==> config.mk <==
export PLATFORM = sky130hd
export DESIGN_NAME = pipe_skid_stage_flat
export DESIGN_NICKNAME = d
export VERILOG_FILES = /design/src/rtl/pipe_skid_stage_pkg.sv /design/src/rtl/pipe_skid_stage_if.sv /design/src/rtl/pipe_skid_stage_sat_counter.sv /design/src/rtl/pipe_skid_stage.sv /design/src/flat_wrapper.sv
export SDC_FILE = /design/constraint.sdc
export NUM_CORES = 1
export LEC_CHECK = 0
export ABC_AREA = 1
export CAP_MARGIN = 30
export CORE_MARGIN = 2
export CORE_UTILIZATION = 39
export DETAILED_ROUTE_END_ITERATION = 8
export PLACE_DENSITY = 0.62
export SYNTH_ARGS = -nofsm -noshare
export SYNTH_HDL_FRONTEND = slang
export SYNTH_HIERARCHICAL = 1
export SYNTH_SLANG_ARGS = --single-unit
export TNS_END_PERCENT = 20
==> constraint.sdc <==
create_clock -name CLK -period 1.61 [get_ports CLK]
set_input_delay 0.322 -clock CLK [delete_from_list [all_inputs] [get_ports CLK]]
set_output_delay 0.322 -clock CLK [all_outputs]
set_load 0.005 [all_outputs]
==> src/rtl/pipe_skid_stage_pkg.sv <==
// Shared definitions for the pipeline stage registers and the hazard logic.
package pipe_skid_stage_pkg;

    localparam int BIN_DIG = 32;

    typedef enum logic [1:0] {
        OCC_EMPTY = 2'd0,
        OCC_ONE   = 2'd1,
        OCC_FULL  = 2'd2
    } pipe_occ_e;

endpackage

==> src/rtl/pipe_skid_stage_if.sv <==
// Valid/ready/data handshake bundle between two pipeline stages.
import pipe_skid_stage_pkg::*;

interface pipe_skid_stage_if #(
    parameter int WIDTH = BIN_DIG
);
    logic             valid;
    logic             ready;
    logic [WIDTH-1:0] data;

    modport master (output valid, output data, input ready);
    modport slave  (input valid, input data, output ready);
endinterface

==> src/rtl/pipe_skid_stage_sat_counter.sv <==
// Saturating up-counter shared by the performance-debug counters.
import pipe_skid_stage_pkg::*;

module sat_counter #(
    parameter int CNT_W = 16
) (
    input  logic             CLK,
    input  logic             RST,
    input  logic             inc,
    output logic [CNT_W-1:0] count
);

    localparam logic [CNT_W-1:0] ONE = {{(CNT_W-1){1'b0}}, 1'b1};

    always_ff @(posedge CLK or negedge RST) begin
        if (!RST) begin
            count <= '0;
        end else if (inc && (count != '1)) begin
            count <= count + ONE;
        end
    end

endmodule

==> src/rtl/pipe_skid_stage.sv <==
// Pipeline-stage register with a 2-entry skid buffer, synchronous flush and stall counter.
//
//   state     | meaning
//   OCC_EMPTY | nothing held, out_valid low
//   OCC_ONE   | main entry valid, skid empty
//   OCC_FULL  | main and skid valid, in_ready low
import pipe_skid_stage_pkg::*;

module pipe_skid_stage #(
    parameter int WIDTH = BIN_DIG,
    parameter int CNT_W = 16
) (
    input  logic              CLK,
    input  logic              RST,
    input  logic              flush,
    pipe_skid_stage_if.slave  up,
    pipe_skid_stage_if.master dn,
    output logic [1:0]        occupancy,
    output logic [CNT_W-1:0]  stall_cycles
);

    pipe_occ_e        occ_q, occ_d;
    logic [WIDTH-1:0] main_q, skid_q;
    logic             main_v, skid_v;
    logic             in_fire, out_fire;
    logic             load_main_in, load_main_skid, load_skid;
    logic             stall_inc;

    assign main_v = (occ_q != OCC_EMPTY);
    assign skid_v = (occ_q == OCC_FULL);

    // in_ready depends only on state, so out_ready never reaches it combinationally
    assign up.ready  = !skid_v;
    assign dn.valid  = main_v;
    assign dn.data   = main_q;
    assign occupancy = occ_q;

    assign in_fire  = up.valid && !skid_v;
    assign out_fire = main_v && dn.ready;

    always_comb begin
        occ_d          = occ_q;
        load_main_in   = 1'b0;
        load_main_skid = 1'b0;
        load_skid      = 1'b0;
        case (occ_q)
            OCC_EMPTY: begin
                if (in_fire) begin
                    load_main_in = 1'b1;
                    occ_d        = OCC_ONE;
                end
            end
            OCC_ONE: begin
                if (in_fire && out_fire) begin
                    load_main_in = 1'b1;
                end else if (out_fire) begin
                    occ_d = OCC_EMPTY;
                end else if (in_fire) begin
                    load_skid = 1'b1;
                    occ_d     = OCC_FULL;
                end
            end
            OCC_FULL: begin
                if (out_fire) begin
                    load_main_skid = 1'b1;
                    occ_d          = OCC_ONE;
                end
            end
            default: occ_d = OCC_EMPTY;
        endcase
        // flush only drops the valid state; payload flops keep their contents
        if (flush) begin
            occ_d          = OCC_EMPTY;
            load_main_in   = 1'b0;
            load_main_skid = 1'b0;
            load_skid      = 1'b0;
        end
    end

    always_ff @(posedge CLK or negedge RST) begin
        if (!RST) begin
            occ_q  <= OCC_EMPTY;
            main_q <= '0;
            skid_q <= '0;
        end else begin
            occ_q <= occ_d;
            if (load_main_in) begin
                main_q <= up.data;
            end else if (load_main_skid) begin
                main_q <= skid_q;
            end
            if (load_skid) begin
                skid_q <= up.data;
            end
        end
    end

    assign stall_inc = main_v && !dn.ready && !flush;

    sat_counter #(.CNT_W(CNT_W)) u_stall_cnt (
        .CLK   (CLK),
        .RST   (RST),
        .inc   (stall_inc),
        .count (stall_cycles)
    );

endmodule

==> src/flat_wrapper.sv <==
// flat-port wrapper written by rule: the top's interface ports become plain ports
module pipe_skid_stage_flat 
#(
    parameter int WIDTH = BIN_DIG,
    parameter int CNT_W = 16
)
  (CLK, RST, flush, occupancy, stall_cycles, up_valid, up_data, up_ready, dn_valid, dn_data, dn_ready);
  pipe_skid_stage_if #(.WIDTH(WIDTH)) up_i ();
  pipe_skid_stage_if #(.WIDTH(WIDTH)) dn_i ();
  input  logic CLK;
  input  logic RST;
  input  logic flush;
  output logic [1:0] occupancy;
  output logic [CNT_W-1:0] stall_cycles;
  input wire logic [$bits(up_i.valid)-1:0] up_valid;
  input wire logic [$bits(up_i.data)-1:0] up_data;
  output wire logic [$bits(up_i.ready)-1:0] up_ready;
  output wire logic [$bits(dn_i.valid)-1:0] dn_valid;
  output wire logic [$bits(dn_i.data)-1:0] dn_data;
  input wire logic [$bits(dn_i.ready)-1:0] dn_ready;
  assign up_i.valid = up_valid;
  assign up_i.data = up_data;
  assign up_ready = up_i.ready;
  assign dn_valid = dn_i.valid;
  assign dn_data = dn_i.data;
  assign dn_i.ready = dn_ready;
  pipe_skid_stage #(.WIDTH(WIDTH), .CNT_W(CNT_W)) u_core (.CLK(CLK), .RST(RST), .flush(flush), .up(up_i), .dn(dn_i), .occupancy(occupancy), .stall_cycles(stall_cycles));
endmodule
Word level (Yosys, flattened, before mapping)
Index checks and enable logic that the tools add are counted.
{ "totals": {"word_cells": 45, "output_inout_bits": 52, "reg_bits": 82} }
{ "op_classes": {"muxes": 20, "n_eq_ne": 7, "n_reduce_logical": 13, "addsub": 1} }
{ "ops": {"columns": ["cell", "n"], "rows": [
  ["32-bit 2-to-1 mux", 2],
  ["16-bit by 1-bit adder with 16-bit output (second input constant)", 1],
  ["16-bit inequality test (second input constant)", 1],
  ["2-bit 2-to-1 mux", 6],
  ["1-bit 2-to-1 mux", 10],
  ["1-bit logical AND", 6],
  ["3-bit inequality test (second input constant)", 2],
  ["2-bit case mux with 3 select lines", 1],
  ["4-bit by 2-bit inequality test with 1-bit output (second input constant)", 1],
  ["4-bit AND reduction", 1],
  ["2-bit nonzero test", 2],
  ["1-bit logical NOT", 3],
  ["3-bit by 2-bit inequality test with 1-bit output (second input constant)", 1],
  ["2-bit by 1-bit == test with 1-bit output (second input constant)", 1],
  ["2-bit == test (second input constant)", 1],
  ["2-bit logical NOT", 1],
  ["1-bit case mux with 2 select lines", 1]
]} }

Logic depth before layout (Yosys ltp)
Gate-level depths: netlist of run 1.
{ "depth": {"ltp_word": 8, "ltp_mapped": 10} }

Modules after synthesis
Netlist of run 1, hierarchy kept.
{ "by_module_without_submodules": {"columns": ["module", "area_each_um2", "n_inst", "cells_each"], "rows": [
  ["pipe_skid_stage", 3229.3, 1, 408],
  ["sat_counter", 1058.5, 1, 149]
]} }

Least setup slack after synthesis of run 1
OpenSTA, ideal clock, no wires.
{ "synth_path": {"path_kind": "reg-to-reg", "start": "register u_core.occ_q[1], in the netlist u_core/occupancy[1]", "end": "register u_core.u_stall_cnt.count[15]", "t_required_ns": 1.497, "synth_period_minus_slack_ns": 1.488, "t_arrival_ns": 1.375, "path_buffers": 0, "stages_incl_launch_ff": 10, "slack_ns": 0.122, "path_cell_list": "dfrtp_1 > nor2_1 > nor3_1 > inv_1 > nor2_1 > nand2_1 > nor2_1 > nand3_1 > nand2_1 > inv_1"} }
{ "synth_via": {"elab_chain_len": 4} }
{ "synth_rtl": {"columns": ["element", "line", "source"], "rows": [
  ["from (decl)", "pipe_skid_stage.sv:22", "pipe_occ_e occ_q, occ_d;"],
  ["from (signal assigned)", "pipe_skid_stage.sv:82", "occ_q <= OCC_EMPTY;"],
  ["from (signal assigned)", "pipe_skid_stage.sv:86", "occ_q <= occ_d;"],
  ["2-bit nonzero test", "pipe_skid_stage.sv:29", "assign main_v = (occ_q != OCC_EMPTY);"],
  ["1-bit logical AND (2 in a row)", "pipe_skid_stage.sv:98", "assign stall_inc = main_v && !dn.ready && !flush;"],
  ["net u_core.stall_inc", "pipe_skid_stage.sv:27", "logic stall_inc;"],
  ["1-bit logical AND", "pipe_skid_stage_sat_counter.sv:18", "end else if (inc && (count != '1)) begin"],
  ["to (signal assigned)", "pipe_skid_stage_sat_counter.sv:19", "count <= count + ONE;"],
  ["to (decl)", "pipe_skid_stage_sat_counter.sv:10", "output logic [CNT_W-1:0] count"]
]} }
The timed path passes the listed nets, and every way through them passes these cells.
A chain may end at the register's enable or synchronous reset.

Final worst setup path of run 1
{ "layout_path": {"start": "register u_core.occ_q[1], in the netlist u_core/occupancy[1]", "end": "register u_core.main_q[23], in the netlist u_core/dn.data[23]"} }
{ "layout_via": {"elab_chain_len": 8} }
{ "layout_rtl": {"columns": ["element", "line", "source"], "rows": [
  ["2-bit == test", "pipe_skid_stage.sv:30, pipe_skid_stage.sv:46", null],
  ["1-bit logical NOT", "pipe_skid_stage.sv:38", "assign in_fire = up.valid && !skid_v;"],
  ["1-bit logical AND", "pipe_skid_stage.sv:38", null],
  ["1-bit logical AND", "pipe_skid_stage.sv:54", "if (in_fire && out_fire) begin"],
  ["1-bit 2-to-1 mux", "pipe_skid_stage.sv:54", null],
  ["1-bit case mux with 2 select lines", "pipe_skid_stage.sv:46", "case (occ_q)"],
  ["1-bit 2-to-1 mux", "pipe_skid_stage.sv:72", "if (flush) begin"],
  ["32-bit 2-to-1 mux / 2-bit nonzero test (equally long branches)", null, null],
  ["to (signal assigned)", "pipe_skid_stage.sv:88", "main_q <= up.data;"],
  ["to (signal assigned)", "pipe_skid_stage.sv:90", "main_q <= skid_q;"],
  ["to (decl)", "pipe_skid_stage.sv:23", "logic [WIDTH-1:0] main_q, skid_q;"]
]} }
Parallel ways exist; a longest one is shown, timed or not.

==> results of run 1 <==
[layout make-up]
class / instances / area, µm²
clock inverters: 4 / 26.28
clock buffers: 11 / 151.4
well taps: 140 / 175.2
repair buffers: 128 / 1343
multi-input cells: 368 / 1793
flip-flops and latches: 82 / 2061
inverters: 82 / 307.8
fillers: 1027 / 4936
[where the power goes]
group          leakage, nW  switching (W)  total, W  internal, W
registers            0.997       0.000370   0.00300      0.00263
clock network       0.0916       0.000742   0.00138     0.000637
logic                 1.86       0.000925   0.00202      0.00110
total                 2.95        0.00204   0.00640      0.00436
[worst max-delay path, stage by stage, from the launching register on]
cell	delay, ns
dfrtp_2	0.45
buf_4	0.15
nor2_2	0.13
o21ai_2	0.09
nor2_4	0.19
buf_12	0.14
clkbuf_16	0.14
nand2_1	0.05
nand2_1	0.06
nand2_1	0.06
[metrics by stage]
stage | hold WS (ns) | utilization [%] | cells
floorplan | 0.02641 | - | 557
global placement | 0.3896 | 50.17 | 783
detailed placement | 0.3968 | 50.17 | 783
finish | -0.007662 | 54.27 | 815
global route | 0.01673 | 54.27 | 815
CTS | 0.008297 | 52.39 | 806
[worst max path at each step]
stage | to | slack (ns) | depth (start not counted)
6_report | u_core/dn.data[23]$_DFFE_PN0P_ | 0.05 | 9
5_1_grt | u_core/dn.data[29]$_DFFE_PN0P_ | -0.05 | 9
4_1_cts | stall_cycles[15] | 0.004 | 1
3_5_place_dp | u_core/u_stall_cnt/count[15]$_DFFE_PN0P_ | -0.29 | 9
3_3_place_gp | u_core/u_stall_cnt/count[15]$_DFFE_PN0P_ | -0.25 | 9
2_1_floorplan | u_core/u_stall_cnt/count[15]$_DFFE_PN0P_ | 0.12 | 9
[cells in the mapped netlist]
master	count	area, µm²
nand4_1	5	31.28
nand2_2	6	37.54
clkbuf_2	3	15.01
buf_2	4	20.02
inv_2	2	7.510
clkbuf_1	7	26.28
o21ai_2	22	192.7
nand3_1	43	215.2
nand3_2	2	20.02
ha_1	1	12.51
nand2_1	201	754.5
xnor2_1	5	43.79
nor3_1	1	5.000
o21ai_0	38	190.2
nor2_2	5	31.28
buf_4	3	22.52
nor2_1	19	71.32
nand4_4	1	21.27
nor2_4	4	45.04
xor2_1	1	8.760
buf_6	8	90.09
dfrtp_1	82	2052
inv_1	80	300.3
a21oi_2	1	8.760
o21ai_1	13	65.06
[registers in the layout, indices dropped and copies added, names as in the netlist]
register	count
u_core/u_stall_cnt/count	16
u_core/skid_q	32
u_core/occupancy	2
u_core/dn.data	32
[kinds of logic after synthesis]
family / count (synthesis)
flops: 82
fa+ha+maj: 1
xor+xnor: 6
compound gates: 74
simple gates: 287
buf+inv: 107
[layout by cell type (no fill, tap or decap), types with 11 or more instances in the layout]
cell type,synthesis,layout
buf_4,3,25
clkbuf_8,0,11
clkdlybuf4s50_1,0,62
dfrtp_1,82,75
dlygate4sd2_1,0,18
inv_1,80,79
nand2_1,201,201
nand3_1,43,43
nor2_1,19,16
o21ai_0,38,38
o21ai_1,13,12
o21ai_2,22,23
[per-layer routing]
metal	vias to the layer above	wire length (µm)	part of all wire (%)
met4	0	141	1.3
met3	11	354	3.4
met1	1802	4809	46
met2	73	5180	49
met5	-	0	0
li1	1937	-	-
[repair_timing]
action | CTS | global route
setup endpoints to repair | 19 | 36
gates resized for setup | 31 | 17
cloned | 0 | 5
pin swaps | 1 | 2
buffers inserted | 8 | 4
==> summary.txt, run 1 <==
Critical path
  • CP required: 1.85 ns
  • Reg2Reg Setup Slack: about 0.047 ns
  • Critical Setup Path Class: register to register
  • Crit Reg-Reg Endpoint: u_core/dn.data[23]$_DFFE_PN0P_
  • RR Startpoint: u_core/occupancy[1]$_DFFE_PN0P_
  • Startpoint types: register
  • CP endpoint kind: register
  • Reg2Reg Depth: 9
  • CP max FO: 6
  • CP arrival: roughly 1.8 ns
  • Worst Setup SP: u_core/occupancy[1]$_DFFE_PN0P_

Yosys
  • Synth Area per Inst: 7.698 µm²
  • Mapped Cells: between 500 and 600
  • Post-synthesis xor/xnor area fraction: under 10%
  • Main combinational cell family by area after synthesis: simple AND/OR/NAND/NOR gates
  • Synthesis Warnings: 6
  • Post-Synth Adder-Cell Area: 0.2918%
  • Netlist Area Pre-Place: 4288 µm²
  • Multiplexer share of the synthesized area: 0%
  • Sequential fraction of the synthesis area: 47.86%
  • Syn_nets: 595
  • Synth Area in Simple Gates: 28.74%
  • Unique masters post-synth: 25
  • Synth Area in Compound Gates: 10.65%
  • Yosys reg bits: 82

GRT
  • GRT busiest layer: met2
  • Met2 Usage GRT: 29.78%
  • Largest net degree at the start of global routing: 83
  • Vias in the first global route: 3450
  • Total congestion overflow: 0
  • First-pass GRT wire length: 16240 µm
  • Antenna violations before repair: 0
  • GRT Overall Usage: 17.55%
  • M3 GR Usage: 3.168%
  • Met1 global-route usage: 22.33%

Clocking
  • CTS H-Tree Depth: 3
  • Clk Latency, worst-skew pair: 0.35 ns
  • CTS clk-pin slew, worst paths: 0.08 ns
  • Root Driver: clkbuf_8
  • # clock sinks: 82
  • Num CTS Buffers: 9
  • CTS max path bufs: 2
  • CTS tree: done
  • CTS Hold Bufs: 0

Detailed routing
  • WL final: 10490 µm
  • Initial DRC Count: 150
  • Vias per cell: 4.691
  • DR vias: 3823
  • TritonRoute pass-1 iters: 6
  • Residual DRC: 0
  • Avg WL per Cell: 12.87 µm
  • Antenna Violating Nets Remaining: 0

Timing
  • Slew margin rel.: 69.59%
  • Setup slack after layout: around 0.047 ns
  • Setup Viol. Count Final: 0
  • Fin crit share: 97.09%
  • TNS Setup: 0 ns
  • Fin Hold WS: -0.007662 ns
  • Clock Skew: between 0.005 and 0.006 ns
  • F_max: 0.6397 GHz
  • Worst Tran Pin Value: 0.4561 ns
  • Final hold vios: 5
  • Fin crit period: 1.563 ns
  • RSZ-0062 raised after global routing: yes
  • Slew Limit Fails: 0

Run status
  • Outcome: complete, but fails checks
  • Failing checks: negative hold slack

Floorplan
  • IO Count: 89
  • Die X: 108.9 µm
  • Die H: 108.9 µm
  • Core area: 10790 µm²
  • Initial Util: about 40%
  • Rows: 38
  • Die area: 11850 µm²

Final layout
  • Area growth, synth to finish: 36.59%
  • Share of cells above drive strength 1: between 15 and 20%
  • Final nets: a little over 700
  • Final instance area: 5857 µm²
  • N_diodes: 0

Job
  • Max Cap Violations: 0

Place
  • PortBufs: 88
  • Dpl ws: -0.2923 ns
  • Gp weighted congestion: 0.8230
  • Post-DP HPWL: 6409 µm
  • DP Area: about 5400 µm²

Power
  • PnR Total Power: 0.006398 W
  • PwrDens: 1092 nW/µm²
  • Max VDD drop: 0.5738 mV
  • Static leakage: 2.948 nW

Min path
  • Hold Path Class: input port to async pin
Power figures use the tool's default switching activity.
==> run 2: changes to the inputs <==
--- a/config.mk
+++ b/config.mk
@@ -15,4 +15,3 @@
 export SYNTH_HDL_FRONTEND = slang
 export SYNTH_HIERARCHICAL = 1
 export SYNTH_SLANG_ARGS = --single-unit
-export TNS_END_PERCENT = 20
==> run 2 against run 1 <==
  * The flow still finishes with violations (negative hold slack)
  * Register-to-register slack improved by 0.02 ns
  * Worst setup slack gained 0.0025 ns
  * Sequential power fell by 2%
  * Sequential cell count stayed put
  * Cell count increased by 2.1%
  * Critical path depth shrank 8
  * Global-route usage rose by 0.38 points
  * Fmax up 0.16%
  * Clock power is essentially flat
  * Core utilization is 1.1 points higher
  * Wire length is 0.58% higher
  * Critical endpoint is now stall_cycles[4]
==> summary.txt, run 2 (synthesized netlist as in run 1, its figures left out) <==
Place
  • Post-DP HPWL: 6409 µm (unchanged)
  • Gp weighted congestion: 0.8230 (unchanged)
  • DP Area: 5415 µm² (unchanged)
  • Placed Cells incl. Taps: 783 (unchanged)
  • PortBufs: 88 (unchanged)

Detailed routing
  • Vias per cell: 4.621 (was 4.691)
  • Residual DRC: 0 (unchanged)
  • WL final: 10550 µm (was 10490 µm)
  • Avg WL per Cell: 12.68 µm (was 12.87 µm)
  • DR vias: 3845 (was 3823)
  • Initial DRC Count: 153 (was 150)
  • TritonRoute pass-1 iters: 4 (was 6)
  • Antenna Violating Nets Remaining: 0 (unchanged)

Min path
  • Hold Path Class: input port to async pin (unchanged)

Clocking
  • CTS tree: done (unchanged)
  • CTS clk-pin slew, worst paths: 0.08 ns (about the same)
  • CTS H-Tree Depth: 3 (unchanged)
  • Root Driver: clkbuf_8 (unchanged)
  • CTS max path bufs: 2 (unchanged)
  • Num CTS Buffers: 9 (unchanged)
  • # clock sinks: 82 (unchanged)
  • Clk Latency, worst-skew pair: 0.35 ns (about the same)

Power
  • Max VDD drop: 0.5805 mV (was 0.5738 mV)
  • Static leakage: 2.968 nW (was 2.948 nW)
  • PwrDens: 1101 nW/µm² (was 1092 nW/µm²)

Floorplan
  • Die X: 108.9 µm (unchanged)
  • Die H: 108.9 µm (unchanged)
  • Initial Util: 39.73% (unchanged)
  • Rows: 38 (unchanged)
  • Core area: 10790 µm² (unchanged)
  • IO Count: 89 (unchanged)
  • Die area: 11850 µm² (unchanged)

Critical path
  • CP required: 1.29 ns (was 1.85 ns)
  • Max incr delay on CP: 0.51 ns (was 0.45 ns)
  • Buffers & Inverters on Critical Path: 1 (was 3)
  • Cells traversed along the worst timing path: clkdlybuf4s50_1 (was buf_4 > nor2_2 > o21ai_2 > nor2_4 > buf_12 > clkbuf_16 > nand2_1 > nand2_1 > nand2_1)
  • Reg2Reg Setup Slack: 0.07 ns (was 0.05 ns)
  • CP endpoint kind: output pin (was register)
  • Critical Setup Path Class: register to output pin (was register to register)
  • CP arrival: 1.24 ns (was 1.80 ns)
  • CP max FO: 2 (was 6)
  • Crit-path leading delay family: buffers and inverters (was simple AND/OR/NAND/NOR gates)
  • Startpoint types: register (unchanged)
  • CP max stage cell: clkdlybuf4s50_1 (was dfrtp_2)

Final layout
  • Share of cells above drive strength 1: 18.93% (was 16.74%)
  • Area growth, synth to finish: 39.42% (was 36.59%)
  • Final nets: 726 (was 709)
  • Most frequent cells in the layout: nand2_1 (201), inv_1 (79), clkdlybuf4s50_1 (77) (was nand2_1 (201), inv_1 (79), dfrtp_1 (75))
  • Commonest non-fill, non-tap cell in the layout: nand2_1 (unchanged)
  • Footprint of the multi-input gates: 1800 µm² (was 1793 µm²)
  • N_diodes: 0 (unchanged)
  • Final instance area: 5978 µm² (was 5857 µm²)
  • Non-filler cells, final: 832 (was 815)
  • Core Util, Final: 55.39% (was 54.27%)
  • # fillers: 1039 (was 1027)
  • Sequential Area: 2061 µm² (unchanged)

Timing
  • Final hold vios: 4 (was 5)
  • Fin Hold WS: -0.001942 ns (was -0.007662 ns)
  • Worst Tran Pin Value: 0.4516 ns (was 0.4561 ns)
  • F_max: 0.6408 GHz (was 0.6397 GHz)
  • Clock Skew: 0.006205 ns (was 0.005112 ns)
  • Slew Limit Fails: 0 (unchanged)
  • RSZ-0062 raised after global routing: no (was yes)
  • Fin crit period: 1.561 ns (was 1.563 ns)
  • TNS Setup: 0 ns (unchanged)
  • Setup Viol. Count Final: 0 (unchanged)
  • Fin crit share: 96.93% (was 97.09%)
  • Slew margin rel.: 69.89% (was 69.59%)

GRT
  • Vias in the first global route: 3550 (was 3450)
  • Antenna violations before repair: 0 (unchanged)
  • GRT Overall Usage: 17.93% (was 17.55%)
  • First-pass GRT wire length: 16580 µm (was 16240 µm)
  • Total congestion overflow: 0 (unchanged)
  • Largest net degree at the start of global routing: 83 (unchanged)

Run status
  • Failing checks: negative hold slack (unchanged)
  • Outcome: complete, but fails checks (unchanged)

Job
  • Max Cap Violations: 0 (unchanged)
run 2: cell types whose count changed in the layout (fill, tap and decap cells not counted), moves of 2 or more:
cell and delta:
dlymetal6s2s_1 -2, clkdlybuf4s50_1 +15, buf_6 -2, buf_4 +20
dlygate4sd2_1 -13
run 2: stage by stage:
| step | power, W | hold WS, ns | setup slack [ns] |
|---|---|---|---|
| CTS | 0.006607 | 0.008297 | 0.003960 |
| finish | 0.006584 | -0.001942 | 0.04939 |
| global route | 0.007102 | 0.01824 | 0.00007994 |
| global placement | 0.004962 | 0.3896 | -0.2544 |
| detailed placement | 0.005027 | 0.3968 | -0.2923 |
| floorplan | 0.003990 | 0.02641 | 0.1220 |
run 2: metal layers:
metal | routed length, µm | GRT usage (%) | part of all wire, %
met2 | 5390 | 30.85 | 51
met4 | 57 | 6.593 | 0.54
met5 | 0 | 0 | 0
met1 | 4749 | 22.56 | 45
met3 | 350 | 3.168 | 3.3
run 2: path summary, 6_finish.rpt:
path                       cells after the start                                       end                                    start
max                                            1                           stall_cycles[4]  u_core/u_stall_cnt/count[4]$_DFFE_PN0P_
min                                            2  u_core/u_stall_cnt/count[10]$_DFFE_PN0P_                                      RST
max reg2reg                                    7            u_core/dn.data[28]$_DFFE_PN0P_          u_core/occupancy[0]$_DFFE_PN0P_
min reg2reg                                    2              u_core/skid_q[1]$_DFFE_PN0P_             u_core/skid_q[1]$_DFFE_PN0P_
max in group asynchronous                      2   u_core/u_stall_cnt/count[2]$_DFFE_PN0P_                                      RST
min in group CLK                               2              u_core/skid_q[1]$_DFFE_PN0P_             u_core/skid_q[1]$_DFFE_PN0P_
run 2: cell type report:
| type | count | area share (%) |
|---|---|---|
| inverter | 82 | 5.149 |
| sequential | 82 | 34.47 |
| clock inverter | 4 | 0.4395 |
| clock buffer | 11 | 2.532 |
| tap | 140 | 2.930 |
| multi-input combinational | 368 | 30.12 |
| timing repair buffer | 145 | 24.36 |
run 2: timing repair:
| action | 4_1_cts | 5_1_grt |
|---|---|---|
| pin swaps | 1 | 2 |
| hold buffers | 0 | 0 |
| hold endpoints to repair | 0 | 0 |
| endpoints found under the setup margin | 19 | 39 |
| resized for setup | 18 | 15 |
| gates cloned | 0 | 4 |
| setup buffers | 24 | 6 |
run 2: report_power, final:
part	internal [W]	total, W	leakage [nW]	switching (W)
Sequential	0.00262	0.00293	0.997	0.000310
Combinational	0.00126	0.00227	1.88	0.00101
Clock	0.000637	0.00138	0.0916	0.000743
Total	0.00452	0.00658	2.97	0.00207
==> run 3: changes to the inputs <==
--- a/config.mk
+++ b/config.mk
@@ -10,7 +10,9 @@
 export CORE_MARGIN = 2
 export CORE_UTILIZATION = 39
 export DETAILED_ROUTE_END_ITERATION = 8
+export GPL_TIMING_DRIVEN = 1
 export PLACE_DENSITY = 0.62
+export RECOVER_POWER = 100
 export SYNTH_ARGS = -nofsm -noshare
 export SYNTH_HDL_FRONTEND = slang
 export SYNTH_HIERARCHICAL = 1
==> run 3 against run 2 <==
  * The flow now finishes without violations
  * Global-route usage unchanged
  * Non-clock buffer count unchanged
  * Final area down 0.54%
  * Power down 0.21%
  * Combinational power about the same
  * First-iteration DRC count up 2.0%
  * Worst hold slack better by 0.33 ns
  * Largest cell class unchanged
  * Largest power group unchanged
==> summary.txt, run 3 (synthesized netlist as in run 1, its figures left out) <==
Clocking
  • CTS tree: done (unchanged)
  • # clock sinks: 82 (unchanged)
  • CTS H-Tree Depth: 3 (unchanged)
  • Root Driver: clkbuf_8 (unchanged)
  • CTS Hold Bufs: 0 (unchanged)
  • CTS clk-pin slew, worst paths: 0.08 ns (about the same)
  • Clk Latency, worst-skew pair: 0.35 ns (about the same)
  • Num CTS Buffers: 9 (unchanged)
  • CTS max path bufs: 2 (unchanged)

Run status
  • Outcome: complete, no violations (was complete, but fails checks)

Floorplan
  • Die area: 11850 µm² (unchanged)
  • Rows: 38 (unchanged)
  • Core area: 10790 µm² (unchanged)
  • Initial Util: 39.73% (unchanged)
  • IO Count: 89 (unchanged)
  • Die X: 108.9 µm (unchanged)
  • Die H: 108.9 µm (unchanged)

Power
  • Sw power: 0.002063 W (was 0.002066 W)
  • Power share of the combinational group: 34.4% (was 34.5%)
  • Int Pwr: 0.004508 W (was 0.004518 W)
  • Clock share of power: 21.0% (was 20.9%)
  • Sw frac: 31.40% (was 31.38%)
  • Static leakage: 2.930 nW (was 2.968 nW)
  • Seq pwr share: 44.7% (was 44.6%)
  • PwrDens: 1105 nW/µm² (was 1101 nW/µm²)
  • Max VDD drop: 0.5812 mV (was 0.5805 mV)

GRT
  • First-pass GRT wire length: 16580 µm (unchanged)
  • GRT Overall Usage: 17.93% (unchanged)
  • Total congestion overflow: 0 (unchanged)
  • Vias in the first global route: 3550 (unchanged)
  • Largest net degree at the start of global routing: 83 (unchanged)
  • Antenna violations before repair: 0 (unchanged)

Final layout
  • Non-filler cells, final: 832 (unchanged)
  • Area growth, synth to finish: 38.66% (was 39.42%)
  • Final instance area: 5946 µm² (was 5978 µm²)
  • Share of cells above drive strength 1: 18.79% (was 18.93%)
  • Most frequent cells in the layout: nand2_1 (201), inv_1 (79), clkdlybuf4s50_1 (77) (unchanged)
  • Final nets: 726 (unchanged)
  • Commonest non-fill, non-tap cell in the layout: nand2_1 (unchanged)
  • N_diodes: 0 (unchanged)

Critical path
  • Reg2Reg Setup Slack: 0.07 ns (about the same)
  • CP max stage cell: clkdlybuf4s50_1 (unchanged)
  • Critical Setup Path Class: register to output pin (unchanged)
  • Startpoint types: register (unchanged)
  • Max incr delay on CP: 0.51 ns (about the same)
  • CP required: 1.29 ns (about the same)
  • Crit-path leading delay family: buffers and inverters (unchanged)
  • CP endpoint kind: output pin (unchanged)
  • Cells traversed along the worst timing path: clkdlybuf4s50_1 (unchanged)
  • Buffers & Inverters on Critical Path: 1 (unchanged)
  • CP arrival: 1.24 ns (about the same)
  • CP max FO: 2 (unchanged)

Timing
  • Slew margin rel.: 23.03% (was 69.89%)
  • Setup Viol. Count Final: 0 (unchanged)
  • F_max: 0.6407 GHz (was 0.6408 GHz)
  • Worst Tran Pin Value: 1.155 ns (was 0.4516 ns)
  • Final hold vios: 0 (was 4)
  • Slew Limit Fails: 0 (unchanged)
  • Fin crit period: 1.561 ns (about the same)
  • Fin crit share: 96.95% (was 96.93%)
  • Clock Skew: 0.006192 ns (was 0.006205 ns)

Place
  • PortBufs: 88 (unchanged)
  • Post-DP HPWL: 6409 µm (unchanged)
  • Placed Cells incl. Taps: 783 (unchanged)
  • DP Area: 5415 µm² (unchanged)
  • Gp weighted congestion: 0.8230 (unchanged)

Detailed routing
  • Residual DRC: 0 (unchanged)
  • Avg WL per Cell: 12.70 µm (was 12.68 µm)
  • WL final: 10570 µm (was 10550 µm)
  • Vias per cell: 4.647 (was 4.621)
  • DR vias: 3866 (was 3845)
  • TritonRoute pass-1 iters: 4 (unchanged)
  • Initial DRC Count: 156 (was 153)
  • Antenna Violating Nets Remaining: 0 (unchanged)

Min path
  • Hold Path Class: input port to async pin (unchanged)

Job
  • Max Cap Violations: 0 (unchanged)
==> run 3: cell types whose count changed in the layout (fill, tap and decap cells not counted), sizes merged <==
| cell | before | now |
|---|---|---|
| buf | 55 | 53 |
| clkbuf | 15 | 17 |
| clkdlybuf4s25 | 0 | 3 |
| dlymetal6s2s | 4 | 1 |
==> run 3: routing by layer <==
layer | global-route usage [%] | wire length, µm | up-vias
met5 | 0 | 0 | -
met4 | 6.593 | 59 | 0
met3 | 3.168 | 394 | 4
met2 | 30.85 | 5355 | 75
met1 | 22.56 | 4756 | 1816
li1 | - | - | 1971
==> run 3: repair_timing <==
item,CTS,global route
gates resized for setup,18,15
pin swaps,1,2
endpoints found under the setup margin,19,39
setup buffers,24,6
cloned,0,4
==> run 3: final cells by class <==
class | count | area (µm²)
Inverter | 82 | 307.8
Fill cell | 1047 | 4847
Clock inverter | 4 | 26.28
Sequential cell | 82 | 2061
Clock buffer | 11 | 151.4
Tap cell | 140 | 175.2
Multi-Input combinational cell | 368 | 1797
Timing Repair Buffer | 145 | 1428
==> run 3: metrics by stage <==
| stage | util [%] | TNS [ns] | hold WS [ns] | total power (W) | worst slack, ns |
|---|---|---|---|---|---|
| 2_1_floorplan | - | 0 | 0.02641 | 0.003990 | 0.1220 |
| 3_3_place_gp | 50.17 | -9.813 | 0.3896 | 0.004962 | -0.2544 |
| 3_5_place_dp | 50.17 | -12.27 | 0.3968 | 0.005027 | -0.2923 |
| 4_1_cts | 53.65 | 0 | 0.008297 | 0.006607 | 0.003960 |
| 5_1_grt | 55.09 | -0.006726 | 0.4238 | 0.007090 | -0.006726 |
| 6_report | 55.09 | 0 | 0.3309 | 0.006571 | 0.04916 |
==> run 3: power by group through the flow <==
stage / combinational, W / sequential [W] / clock (W)
floorplan: 0.000981 / 0.00301 / 0
global placement: 0.00194 / 0.00302 / 0
detailed placement: 0.00199 / 0.00304 / 0
CTS: 0.00223 / 0.00293 / 0.00144
global route: 0.00254 / 0.00301 / 0.00154
finish: 0.00226 / 0.00293 / 0.00138
==> run 3: final timing paths <==
path	start	depth (start not counted)	endpoint
max	u_core/u_stall_cnt/count[4]$_DFFE_PN0P_	1	stall_cycles[4]
min	RST	2	u_core/u_stall_cnt/count[10]$_DFFE_PN0P_
max reg2reg	u_core/occupancy[0]$_DFFE_PN0P_	7	u_core/dn.data[28]$_DFFE_PN0P_
min reg2reg	u_core/skid_q[1]$_DFFE_PN0P_	2	u_core/skid_q[1]$_DFFE_PN0P_
max in group asynchronous	RST	2	u_core/u_stall_cnt/count[2]$_DFFE_PN0P_
min in group CLK	u_core/skid_q[1]$_DFFE_PN0P_	2	u_core/skid_q[1]$_DFFE_PN0P_
